File: config.mk
export PLATFORM = sky130hd
export DESIGN_NAME = led_driver
export DESIGN_NICKNAME = d
export VERILOG_FILES = /design/src/rtl/led_driver.sv
export SDC_FILE = /design/constraint.sdc
export NUM_CORES = 1
export LEC_CHECK = 0
export ABC_CLOCK_PERIOD_IN_PS = 6300
export CAP_MARGIN = 10
export CORE_AREA = 2 2 44 86
export DETAILED_ROUTE_END_ITERATION = 8
export DIE_AREA = 0 0 46 88
export GPL_TIMING_DRIVEN = 1
export HOLD_SLACK_MARGIN = 0.15
export PLACE_DENSITY = 0.7
export SLEW_MARGIN = 25
export SYNTH_ARGS = -nofsm -noshare
export SYNTH_HDL_FRONTEND = slang
export SYNTH_SLANG_ARGS = --single-unit
File: constraint.sdc
create_clock -name i_clk -period 6.3 [get_ports i_clk]
set_input_delay 0.63 -clock i_clk [delete_from_list [all_inputs] [get_ports i_clk]]
set_output_delay 0.63 -clock i_clk [all_outputs]
set_load 0.03 [all_outputs]
File: src/rtl/led_driver.sv
// Serialises a parallel LED pattern onto a data+latch shift-register chain.
// Each frame snapshots i_data, shifts it out, pulses latch, then idles.
module led_driver #(
  parameter int DATA_W     = 16,
  parameter bit MSB_FIRST  = 1'b1,
  parameter int GAP_CYCLES = 2
) (
  input  logic              i_clk,
  input  logic              i_rst_n,
  input  logic [DATA_W-1:0] i_data,
  output logic              o_LEDdata,
  output logic              o_LEDlatch
);

  localparam int CW       = $clog2(DATA_W) + 1;
  localparam int IW       = $clog2(DATA_W);
  localparam int GW       = $clog2(GAP_CYCLES + 1) + 1;
  localparam int GAP_LAST = (GAP_CYCLES > 0) ? GAP_CYCLES - 1 : 0;

  typedef enum logic [1:0] {
    LOAD,
    SHIFT,
    LATCH,
    GAP
  } state_t;

  state_t            state_q, state_d;
  logic [CW-1:0]     cnt_q, cnt_d;
  logic [GW-1:0]     gap_q, gap_d;
  logic [DATA_W-1:0] shadow_q, shadow_d;
  logic [IW-1:0]     idx;
  logic              data_d, latch_d;

  always_ff @(posedge i_clk or negedge i_rst_n) begin
    if (!i_rst_n) begin
      state_q    <= LOAD;
      cnt_q      <= '0;
      gap_q      <= '0;
      shadow_q   <= '0;
      o_LEDdata  <= 1'b0;
      o_LEDlatch <= 1'b0;
    end else begin
      state_q    <= state_d;
      cnt_q      <= cnt_d;
      gap_q      <= gap_d;
      shadow_q   <= shadow_d;
      o_LEDdata  <= data_d;
      o_LEDlatch <= latch_d;
    end
  end

  always_comb begin
    state_d  = state_q;
    cnt_d    = cnt_q;
    gap_d    = gap_q;
    shadow_d = shadow_q;
    data_d   = 1'b0;
    latch_d  = 1'b0;
    idx      = '0;
    unique case (state_q)
      LOAD: begin
        shadow_d = i_data;
        cnt_d    = '0;
        state_d  = SHIFT;
      end
      SHIFT: begin
        if (cnt_q == CW'(DATA_W - 1)) state_d = LATCH;
        else cnt_d = cnt_q + CW'(1);
      end
      LATCH: begin
        gap_d   = '0;
        state_d = (GAP_CYCLES == 0) ? LOAD : GAP;
      end
      GAP: begin
        if (gap_q == GW'(GAP_LAST)) state_d = LOAD;
        else gap_d = gap_q + GW'(1);
      end
      default: state_d = LOAD;
    endcase
    // Outputs are registered, so they are decoded from the next state
    // to line up with the cycle that state is actually occupied.
    if (MSB_FIRST) idx = IW'(CW'(DATA_W - 1) - cnt_d);
    else idx = IW'(cnt_d);
    if (state_d == SHIFT) data_d = shadow_d[idx];
    if (state_d == LATCH) latch_d = 1'b1;
  end

endmodule

==> reports/metrics.cfg <==
[routing]
drt.antenna.violating_nets=0
drt_wl_total_um=3630
drc_errors=0
first_pass_iters=4
vias_per_cell=6.243
vias=1336
drt_iter0_drc=29
drt-wirelength-per-cell_um=16.96

[global_routing]
antenna_found_initial=0
grt_overflow=0
grt_pass1_vias=1376
grt_pass1_wl_um=6016
grt_max_degree=29
grt.total_usage_pct=20.19

[die]
pin_count=20
die_h_um=88
core_um2=3378
die_area_um2=4048
fp.dieW_um=46
start_util_pct=49.89
row_count=30

[cts]
cts_resized=0
htree_num_levels=1
cts-root-buf=clkbuf_8
numCtsBuffers=3
hold_buffers=0
postCtsSetupRepairBufs=0
cts_tree=yes
cts_sinks=28
clockBufferDepth=2
cts.clk_slew.worst_paths_ps=90
clock_latency_ps=290

[critical_path]
worst_setup_path_end_kind=flop
required_ps=6530
critPathArrivalTime_ps=3020
slowest_delay_ps=820
crit_end=o_LEDdata
path_cells=ha_1, nand4b_2, and3_1, a221oi_4, inv_2, mux2i_1, o2111ai_1, nand4_1
cp-start-kind=flop
slowest_stage=dfrtp_1
r2r_end=o_LEDdata
crit_fanout=22
r2r_start=cnt_q[0]
criticalPathCategory=flop to flop
r2r_cells=8
ff2ff_setup_slack_ps=3500
worstSetupStartpoint=cnt_q[0]

[layout]
n_antenna_cell=0
syn2layout_area_growth_pct=14.55
final_nets=204
drive_above_1_share_pct=18.68

[timing]
relSlewSlack_pct=38.93
fmax_ghz=0.3574
setup_ws_ps=3502
rsz0062_at_grt=no
setup_violations=0
fin_crit_ps=2798
skew_ps=3.005
tightest_slew_ps=916.1
hold_viol=0
tns_ps=0
fin_crit_sh_pct=44.41
slew_violations=0

[synthesis]
syn_area_per_cell_um2=10.15
synthCells=166
yosys.area.top_type=dfrtp_1
yosysTopAreaCellShare_pct=41.57
yosys_warnings=0
ys_ff_latch=28
synth_area_leaders=dfrtp_1 42%, mux2_2 13%, nor2_1 4.0%, mux2i_1 3.6%, o21ai_0 3.3%
yosysSeqAreaShare_pct=41.57
ys_types=46
netlist_area_um2=1685
syn-num-nets=187

[power_and_ir_drop]
leakage_uw=0.0007880
powerDensity_nw_per_um2=171.3
vdd_drop_max_v=0.0001486

[placement]
pre_cts_ws_ps=3554
dpl.hpwl_um=2700
place.gp.congestion=0.8456
portBuffers=19

[outcome]
status=complete, no violations

[flow_run]
maxCapViolCount=0

[worst_hold_path]
hold_path_class=flop to flop

[stage by stage]
stage	cell area (um^2)	hold WS [ps]	power, uW	util [%]	cells
final	1931	531.7	330.6	57.15	214
after global routing	1931	555.8	342.3	57.15	214
after CTS	1931	537.8	333.2	57.15	214
after detailed placement	1876	514.5	219.8	55.52	210
after global placement	1876	504.2	218.8	55.52	210
after floorplan	1685	334.4	201.4	-	166
[how the worst min path moves through the flow]
stage / start / end / slack (ps) / cells after the start
6_report: shadow_q[9] / shadow_q[9] / 530 / 1
4_1_cts: shadow_q[8] / shadow_q[8] / 540 / 1
5_1_grt: shadow_q[8] / shadow_q[8] / 560 / 1
3_5_place_dp: shadow_q[9] / shadow_q[9] / 510 / 1
2_1_floorplan: i_rst_n / cnt_q[0] / 330 / 0
3_3_place_gp: shadow_q[9] / shadow_q[9] / 500 / 1
[Yosys cell counts, drive strengths merged]
cell type  instances
o2bb2ai            1
a2111oi            2
mux2i              6
a211oi             1
nor3b              1
ha                 3
a21oi              4
o21a               3
a21o               1
a22o               1
xnor2              1
inv                6
nand2b             2
and3               1
clkbuf             3
o22ai              6
or2b               1
nand4              1
o21ai             11
nor3               3
buf                6
o2111ai            1
or3                2
a221oi             1
mux2              20
and4b              1
o311ai             1
o211ai             2
a211o              1
o22a               1
a41oi              1
and2               1
nand4b             5
nand3              1
dfrtp             28
nand2             10
nor2b              4
nor2              19
a31oi              3
[per-layer routing]
layer  vias to the layer above  share of wire, %  global-route usage [%]
li1                        638                 -                       -
met1                       665                37                   20.55
met2                        24                58                   37.12
met3                         9               2.4                   2.062
met4                         0               3.1                   11.17
met5                         -                 0                       0
[placed cells by master (no fill, tap or decap), types with 2 or more instances in the layout]
| master | n |
|---|---|
| dfrtp_1 | 28 |
| mux2_2 | 20 |
| clkdlybuf4s50_1 | 19 |
| nor2_1 | 18 |
| o21ai_0 | 11 |
| nand2_1 | 10 |
| mux2i_1 | 6 |
| o22ai_1 | 6 |
| inv_1 | 5 |
| nor2b_1 | 4 |
| nand4b_1 | 4 |
| clkbuf_8 | 4 |
| a31oi_1 | 3 |
| o21a_1 | 3 |
| a21oi_1 | 3 |
| nor3_1 | 3 |
| ha_1 | 3 |
| nand2b_1 | 2 |
| o211ai_1 | 2 |
| a2111oi_0 | 2 |
| buf_4 | 2 |
[report_power, final]
| part | internal, uW | total (uW) | switching (uW) |
|---|---|---|---|
| combinational | 17.3 | 26.8 | 9.54 |
| sequential | 185 | 189 | 3.82 |
| clock | 56.2 | 115 | 58.7 |
[registers in the layout, indices dropped and copies added (netlist names)]
signal	flops
o_LEDdata	1
gap_q	3
o_LEDlatch	1
cnt_q	5
shadow_q	16
state_q	2
[critical path: cells and delay by family (launching register included)]
kind / cells / cell delay (ps)
AOI/OAI and AO/OA: 2 / 470
muxes: 1 / 210
adders and majority gates: 1 / 390
buffers and inverters: 1 / 120
DFF: 1 / 820
and+or+nand+nor: 3 / 710
[cells by family after synthesis]
| kind of cell | share of synthesized area [%] |
|---|---|
| and+or+nand+nor | 16.63 |
| AOI/OAI and AO/OA | 17.52 |
| DFF | 41.57 |
| muxes | 16.93 |
| buffers and inverters | 4.603 |
| adders and majority gates | 2.227 |
| xor gates and xnor gates | 0.5198 |
[cell type report]
type / count / area [um^2]
fillers: 317 / 1448
multi-input cells: 123 / 907.1
flip-flops and latches: 28 / 700.7
repair buffers: 21 / 205.2
clock buffers: 4 / 55.05
well taps: 32 / 40.04
inverters: 6 / 22.52
No activity file was read; power rests on OpenSTA's default activity.
